**config.mk**
```make
export PLATFORM = sky130hd
export DESIGN_NAME = mem_arbiter
export DESIGN_NICKNAME = d
export VERILOG_FILES = /design/src/rtl/mem_arbiter.sv
export SDC_FILE = /design/constraint.sdc
export NUM_CORES = 1
export LEC_CHECK = 0
export CORE_UTILIZATION = 51
export CTS_CLUSTER_DIAMETER = 50
export DETAILED_ROUTE_END_ITERATION = 16
export PLACE_DENSITY = 0.77
export SETUP_SLACK_MARGIN = 0.1
export SLEW_MARGIN = 20
export SYNTH_ARGS = -nofsm -noshare
export SYNTH_HDL_FRONTEND = slang
export SYNTH_SLANG_ARGS = --single-unit
export TNS_END_PERCENT = 50
```
**constraint.sdc**
```tcl
create_clock -name clk_in -period 4.1 [get_ports clk_in]
set_input_delay 0.41 -clock clk_in [delete_from_list [all_inputs] [get_ports clk_in]]
set_output_delay 0.41 -clock clk_in [all_outputs]
set_load 0.02 [all_outputs]
```
**src/rtl/mem_arbiter.sv**
```systemverilog
// Byte-serial arbiter sharing one RAM/IO port between the instruction fetcher and the LSB.
// Splits 1/2/4-byte accesses into byte transfers and assembles read data little-endian.
module mem_arbiter #(
    parameter logic [1:0] IO_SEL = 2'b11
) (
    input  logic        clk_in,
    input  logic        rst_in,
    input  logic        rdy_in,
    input  logic        io_buffer_full,
    input  logic        clr_in,
    input  logic [7:0]  mem_din,
    output logic [7:0]  mem_dout,
    output logic [31:0] mem_a,
    output logic        mem_wr,
    input  logic        if_req,
    input  logic [31:0] if_addr,
    output logic        if_done,
    output logic [31:0] if_data,
    input  logic        lsb_req,
    input  logic        lsb_we,
    input  logic [1:0]  lsb_size,
    input  logic [31:0] lsb_addr,
    input  logic [31:0] lsb_wdata,
    output logic        lsb_done,
    output logic [31:0] lsb_rdata
);
    typedef enum logic [1:0] {S_IDLE, S_RD, S_WR} state_t;
    typedef enum logic {G_IF, G_LSB} grant_t;

    state_t      r_state, w_state;
    grant_t      r_last, w_last, r_owner, w_owner;
    logic [31:0] r_addr, w_addr, r_wdata, w_wdata, r_buf, w_buf;
    logic [2:0]  r_n, w_n, r_issue, w_issue, r_cap, w_cap;
    logic        r_io, w_io, r_present, w_present, r_dvalid, w_dvalid;
    logic [31:0] r_mem_a, w_mem_a, r_if_data, w_if_data, r_lsb_rdata, w_lsb_rdata;
    logic [7:0]  r_mem_dout, w_mem_dout, r_held;
    logic        r_mem_wr, w_mem_wr, r_if_done, w_if_done, r_lsb_done, w_lsb_done, r_held_v;
    logic        w_if_el, w_lsb_el, w_pick_lsb;
    logic [2:0]  w_lsb_n;
    logic [7:0]  w_rbyte;

    assign w_lsb_n    = (lsb_size == 2'd0) ? 3'd1 : (lsb_size == 2'd1) ? 3'd2 : 3'd4;
    assign w_if_el    = if_req & ~r_if_done & ~clr_in;
    assign w_lsb_el   = lsb_req & ~r_lsb_done;
    assign w_pick_lsb = w_lsb_el & (~w_if_el | (r_last == G_IF));
    // After a freeze mem_din already reflects the held mem_a, so the byte pending at the freeze is replayed
    assign w_rbyte    = r_held_v ? r_held : mem_din;

    always_comb begin
        w_state     = r_state;
        w_last      = r_last;
        w_owner     = r_owner;
        w_addr      = r_addr;
        w_wdata     = r_wdata;
        w_buf       = r_buf;
        w_n         = r_n;
        w_issue     = r_issue;
        w_cap       = r_cap;
        w_io        = r_io;
        w_present   = r_present;
        w_dvalid    = r_dvalid;
        w_mem_a     = r_mem_a;
        w_mem_dout  = r_mem_dout;
        w_mem_wr    = 1'b0;
        w_if_done   = 1'b0;
        w_lsb_done  = 1'b0;
        w_if_data   = r_if_data;
        w_lsb_rdata = r_lsb_rdata;
        case (r_state)
            S_IDLE: begin
                if (w_pick_lsb) begin
                    w_owner   = G_LSB;
                    w_last    = G_LSB;
                    w_addr    = lsb_addr;
                    w_wdata   = lsb_wdata;
                    w_n       = w_lsb_n;
                    w_io      = (lsb_addr[17:16] == IO_SEL);
                    w_buf     = '0;
                    w_cap     = '0;
                    w_dvalid  = 1'b0;
                    w_present = 1'b1;
                    w_mem_a   = lsb_addr;
                    w_issue   = 3'd1;
                    if (lsb_we) begin
                        w_state = S_WR;
                        if (w_io && io_buffer_full) begin
                            w_issue = '0;
                        end else begin
                            w_mem_dout = lsb_wdata[7:0];
                            w_mem_wr   = 1'b1;
                        end
                    end else begin
                        w_state = S_RD;
                    end
                end else if (w_if_el) begin
                    w_owner   = G_IF;
                    w_last    = G_IF;
                    w_addr    = if_addr;
                    w_n       = 3'd4;
                    w_io      = 1'b0;
                    w_buf     = '0;
                    w_cap     = '0;
                    w_dvalid  = 1'b0;
                    w_present = 1'b1;
                    w_mem_a   = if_addr;
                    w_issue   = 3'd1;
                    w_state   = S_RD;
                end
            end
            S_RD: begin
                if (r_owner == G_IF && clr_in) begin
                    w_state = S_IDLE;
                end else begin
                    // Data for the address presented this cycle arrives next cycle
                    w_dvalid  = r_present;
                    w_present = (r_issue < r_n);
                    if (r_issue < r_n) begin
                        w_mem_a = r_addr + {29'd0, r_issue};
                        w_issue = r_issue + 3'd1;
                    end
                    if (r_dvalid) begin
                        w_buf[{r_cap[1:0], 3'b000} +: 8] = w_rbyte;
                        w_cap = r_cap + 3'd1;
                        if (r_cap == r_n - 3'd1) begin
                            w_state = S_IDLE;
                            if (r_owner == G_IF) begin
                                w_if_done = 1'b1;
                                w_if_data = w_buf;
                            end else begin
                                w_lsb_done  = 1'b1;
                                w_lsb_rdata = w_buf;
                            end
                        end
                    end
                end
            end
            S_WR: begin
                if (r_issue == r_n) begin
                    w_state    = S_IDLE;
                    w_lsb_done = 1'b1;
                end else if (!(r_io && io_buffer_full)) begin
                    w_mem_a    = r_addr + {29'd0, r_issue};
                    w_mem_dout = r_wdata[{r_issue[1:0], 3'b000} +: 8];
                    w_mem_wr   = 1'b1;
                    w_issue    = r_issue + 3'd1;
                end
            end
            default: w_state = S_IDLE;
        endcase
    end

    always_ff @(posedge clk_in) begin
        if (rst_in) begin
            r_state     <= S_IDLE;
            r_last      <= G_IF;
            r_owner     <= G_IF;
            r_addr      <= '0;
            r_wdata     <= '0;
            r_buf       <= '0;
            r_n         <= '0;
            r_issue     <= '0;
            r_cap       <= '0;
            r_io        <= 1'b0;
            r_present   <= 1'b0;
            r_dvalid    <= 1'b0;
            r_mem_a     <= '0;
            r_mem_dout  <= '0;
            r_mem_wr    <= 1'b0;
            r_if_done   <= 1'b0;
            r_lsb_done  <= 1'b0;
            r_if_data   <= '0;
            r_lsb_rdata <= '0;
        end else if (rdy_in) begin
            r_state     <= w_state;
            r_last      <= w_last;
            r_owner     <= w_owner;
            r_addr      <= w_addr;
            r_wdata     <= w_wdata;
            r_buf       <= w_buf;
            r_n         <= w_n;
            r_issue     <= w_issue;
            r_cap       <= w_cap;
            r_io        <= w_io;
            r_present   <= w_present;
            r_dvalid    <= w_dvalid;
            r_mem_a     <= w_mem_a;
            r_mem_dout  <= w_mem_dout;
            r_mem_wr    <= w_mem_wr;
            r_if_done   <= w_if_done;
            r_lsb_done  <= w_lsb_done;
            r_if_data   <= w_if_data;
            r_lsb_rdata <= w_lsb_rdata;
        end
    end

    always_ff @(posedge clk_in) begin
        if (rst_in) begin
            r_held   <= '0;
            r_held_v <= 1'b0;
        end else if (!rdy_in) begin
            if (!r_held_v) begin
                r_held   <= mem_din;
                r_held_v <= 1'b1;
            end
        end else begin
            r_held_v <= 1'b0;
        end
    end

    assign mem_a     = r_mem_a;
    assign mem_dout  = r_mem_dout;
    assign mem_wr    = r_mem_wr & rdy_in;
    assign if_done   = r_if_done;
    assign if_data   = r_if_data;
    assign lsb_done  = r_lsb_done;
    assign lsb_rdata = r_lsb_rdata;
endmodule

```
==> impl_summary.txt <==
----------------------------------------------------
[Logic synthesis]
  Compound-cell area share of the yosys netlist ... 0.166
  Dominant combinational cell family by area after synthesis ... simple AND/OR/NAND/NOR gates
  Distinct cells, synth ... 55
  Portion of the post-synthesis area used by sequential elements ... 0.435
  EDFF count, synth ... 0
  Number of synthesized register bits ... about 230
  Netlist area before placement ... ~10000 um2
  Fraction of synthesized area in multiplexers ... 0.0634
  Simple-gate share of the synthesized area ... 0.241
  Number of cells produced by synthesis ... between 1000 and 1500
  XOR/XNOR share of the synthesized area ... 0.0172
  Number of warning messages in the yosys log ... 0
  Net count after synthesis ... roughly 1400
  Main flop type after synthesis ... sky130_fd_sc_hd__dfxtp_1
  Adder-cell share of the synthesized area ... 0.0235
  Async set-or-reset flop fraction in the synthesized netlist ... 0
  Average size of a mapped cell ... 8.17 um2

[Place]
  Routability Congestion ... 0.925
  Number of instances in the placed design ... between 1500 and 2000
  Number of buffers added on ports ... 220
  Worst Setup Slack post-DPL ... about 0.76 ns
  Placed wire-length estimate after detailed placement ... about 20000 um

[Global route]
  Overflow after GRT ... 0
  Global router's overall resource usage ... 0.279
  Maximum number of pins on one net before global-route repair ... about 150
  Number of global-route vias before repair ... around 9400
  Number of antenna violations at the first check in global routing ... 1
  Global-route wire length before repair ... ~48000 um

[Cells and area]
  Flip-flop and latch area ... 4540 um2
  Filler cell count in the final layout ... ~1700
  Multi-input gate area in the final layout ... about 5400 um2
  Synthesis-to-finish area growth ... 31.1%
  Proportion of layout cells with a drive suffix above 1 ... 0.0644
  Post-route insts no fill ... ~1700
  Final Net Count ... between 1500 and 2000
  Post-route core utilization ... 0.680

[Worst setup path]
  Element type at the critical path end ... flop
  Worst reg-to-reg path cell count ... 7
  Crit path DAT ... 3.43 ns
  Max stage delay cell, worst path ... sky130_fd_sc_hd__or3_1
  Critical R2R Capture ... mem_a[25]$_SDFFE_PP0P_
  CP max stage delay ... 0.73 ns
  Worst-path maximum fanout ... 25
  FF-to-FF setup slack ... ~1.1 ns
  Startpoint of the worst register-to-register path ... r_state[1]$_SDFFE_PP0P_
  Worst Path Class, Setup ... flop to flop
  Startpoint class of the critical path ... flop
  Cell with the most instances on the worst path ... sky130_fd_sc_hd__or3_1
  Cell Chain, Critical Path ... inv_1 -> ha_1 -> and3b_1 -> or3_1 -> or3_1 -> or4_1 -> a31oi_1
  Worst EP required ... approximately 4.5 ns

[Clock network]
  Number of CTS-inserted buffers ... 27
  Clock network latency to the later pin of the worst-skew pair ... about 0.53 ns
  CTS Root Cell ... sky130_fd_sc_hd__clkbuf_16
  Clock transition at the register clock pins on the worst setup and hold paths after CTS ... about 0.060 ns
  Clock tree from TritonCTS ... yes
  Clock net sink count ... around 230
  CTS H-tree depth ... 1
  Cts repair resizes ... 0
  Number of buffers inserted for hold repair after clock tree synthesis ... 0
  Maximum buffer depth of the clock tree ... 3
  Post CTS Setup Buffer Count ... 0

[Timing]
  Pins Over Slew Limit ... 0
  Setup TNS ... 0 ns
  Setup skew after layout ... 0.00842 ns
  Endpoints failing setup ... 0
  Actual transition at the worst max-transition pin ... ~1.1 ns
  Fin. Hold Viols ... 0
  Worst hold slack ... ~0.43 ns
  Period utilisation layout ... 0.729
  Post-layout min period ... 2.99 ns
  Achievable Freq ... around 0.33 GHz
  Relative slew margins ... 0.273
  Post-route worst setup slack ... between 1 and 1.5 ns
  RSZ-0062 raised after global routing ... false

[Run]
  Max-cap check violation count ... 0

[Die]
  Y dimension of the die ... ~150 um
  Std cell rows ... 52
  CORE AREA ... 20200 um2
  Effective utilization at floorplan ... 0.518
  Die outline width ... about 150 um
  Area of the die ... about 21000 um2
  I/O pin cnt ... about 220

[Routing]
  Drt initial violations ... 700
  Vias per Instance ... 5.69
  Routed Antenna Nets ... 0
  Wire length reported by the detailed router ... around 30000 um
  Wire length per cell after detailed routing ... between 15 and 20 um
  Remaining DRCs ... 0
  Via count ... approximately 9900
  Number of detailed-route iterations in the first pass ... 5

[Power]
  Leakage Power ... between 4 and 5 nW
  Power per unit of standard cell area ... around 410 nW/um2
  IR drop worst, VDD ... around 0.30 mV

[Run status]
  Run status ... finished, final reports clean

[Hold path]
  Worst min-delay path category ... primary input to flop
  HP Start ... lsb_wdata[26]
  Count of cells along the worst hold path ... 3
  Hold Path Sink ... r_wdata[26]$_SDFFE_PP0P_

----------------------------------------------------
-- kinds of logic after synthesis --
| logic type | after synthesis |
|---|---|
| simple gates | 554 |
| fa+ha+maj | 19 |
| flops | 227 |
| mux | 56 |
| compound gates | 258 |
| xor+xnor | 19 |
| buf+inv | 147 |
-- worst max path at each step --
stage                                  startpoint                      to  slack, ns
after floorplan           r_issue[0]$_SDFFE_PP0P_  mem_a[25]$_SDFFE_PP0P_       1.22
after global placement                     clr_in  mem_a[25]$_SDFFE_PP0P_       0.79
after detailed placement                   clr_in  mem_a[25]$_SDFFE_PP0P_       0.76
after CTS                 r_state[1]$_SDFFE_PP0P_  mem_a[25]$_SDFFE_PP0P_       1.13
after global routing      r_state[1]$_SDFFE_PP0P_  mem_a[25]$_SDFFE_PP0P_       0.92
final                     r_state[1]$_SDFFE_PP0P_  mem_a[25]$_SDFFE_PP0P_       1.11
-- cell type report --
cell class / instances / area share
Sequential cell: 227 / 0.332
Inverter: 51 / 0.0140
Antenna cell: 1 / 0.000183
Timing Repair Buffer: 242 / 0.173
Clock inverter: 16 / 0.0111
Multi-Input combinational cell: 906 / 0.393
Clock buffer: 33 / 0.0531
Tap cell: 270 / 0.0246
-- Yosys cell counts (14+ instances only) --
master	instances	area (um2)
sky130_fd_sc_hd__a211oi_1	31	233
sky130_fd_sc_hd__a21oi_1	75	375
sky130_fd_sc_hd__a22oi_1	34	255
sky130_fd_sc_hd__a311oi_1	14	123
sky130_fd_sc_hd__clkbuf_1	83	312
sky130_fd_sc_hd__dfxtp_1	227	4540
sky130_fd_sc_hd__ha_1	18	225
sky130_fd_sc_hd__inv_1	51	191
sky130_fd_sc_hd__mux2i_1	46	460
sky130_fd_sc_hd__nand2_1	115	432
sky130_fd_sc_hd__nand3_1	29	145
sky130_fd_sc_hd__nand3b_1	20	150
sky130_fd_sc_hd__nor2_1	240	901
sky130_fd_sc_hd__nor3_1	77	385
sky130_fd_sc_hd__o22ai_1	36	225
-- metrics by stage --
step | power [mW] | area [um2]
2_1_floorplan | 2.92 | 10500
3_3_place_gp | 3.25 | 12800
3_5_place_dp | 3.26 | 12800
4_1_cts | 5.59 | 13700
5_1_grt | 5.77 | 13700
6_report | 5.57 | 13700
-- routing by layer --
metal | routed length, um | up-vias | part of all wire | GRT usage
li1 | - | 4868 | - | -
met1 | 12900 | 4635 | 0.43 | 0.364
met2 | 14000 | 378 | 0.47 | 0.460
met3 | 2070 | 60 | 0.069 | 0.0509
met4 | 899 | 0 | 0.030 | 0.103
met5 | 0 | - | 0 | 0
-- where the power goes --
part	switching, mW	internal, mW	total (mW)
clock	0.947	1.40	2.34
sequential	0.0898	2.31	2.40
combinational	0.456	0.374	0.829
-- state kept, by name (all words and copies together), names as in the netlist, 2 cells and up --
signal / count
if_data: 32
lsb_rdata: 32
mem_dout: 8
mem_a: 32
r_held: 8
r_state: 2
r_wdata: 32
r_n: 3
r_cap: 3
r_issue: 3
r_buf: 32
r_addr: 32
-- critical path: cells and delay by family (launching register included) --
family	cells	cell delay [ns]
fa+ha+maj	1	0.30
compound gates	1	0.16
buf+inv	1	0.08
flops	1	0.38
simple gates	4	1.97
-- placed cells by master, fill, tap and decap left out, types with 7 or more instances in the layout --
cell	n
sky130_fd_sc_hd__a211oi_1	31
sky130_fd_sc_hd__a21oi_1	73
sky130_fd_sc_hd__a22oi_1	34
sky130_fd_sc_hd__a311oi_1	14
sky130_fd_sc_hd__a31o_2	8
sky130_fd_sc_hd__buf_4	22
sky130_fd_sc_hd__clkbuf_16	27
sky130_fd_sc_hd__clkdlybuf4s50_1	219
sky130_fd_sc_hd__clkinv_2	7
sky130_fd_sc_hd__dfxtp_1	227
sky130_fd_sc_hd__ha_1	18
sky130_fd_sc_hd__inv_1	51
sky130_fd_sc_hd__mux2i_1	46
sky130_fd_sc_hd__mux4_2	8
sky130_fd_sc_hd__nand2_1	114
sky130_fd_sc_hd__nand2b_1	9
sky130_fd_sc_hd__nand3_1	29
sky130_fd_sc_hd__nand3b_1	20
sky130_fd_sc_hd__nand4_1	12
sky130_fd_sc_hd__nor2_1	239
sky130_fd_sc_hd__nor3_1	77
sky130_fd_sc_hd__nor3b_1	9
sky130_fd_sc_hd__nor4_1	7
sky130_fd_sc_hd__o211ai_1	12
sky130_fd_sc_hd__o21ai_0	9
sky130_fd_sc_hd__o22ai_1	35
sky130_fd_sc_hd__o31ai_1	8
sky130_fd_sc_hd__or4_1	7
sky130_fd_sc_hd__xnor2_1	12
Power figures use the tool's default switching activity.
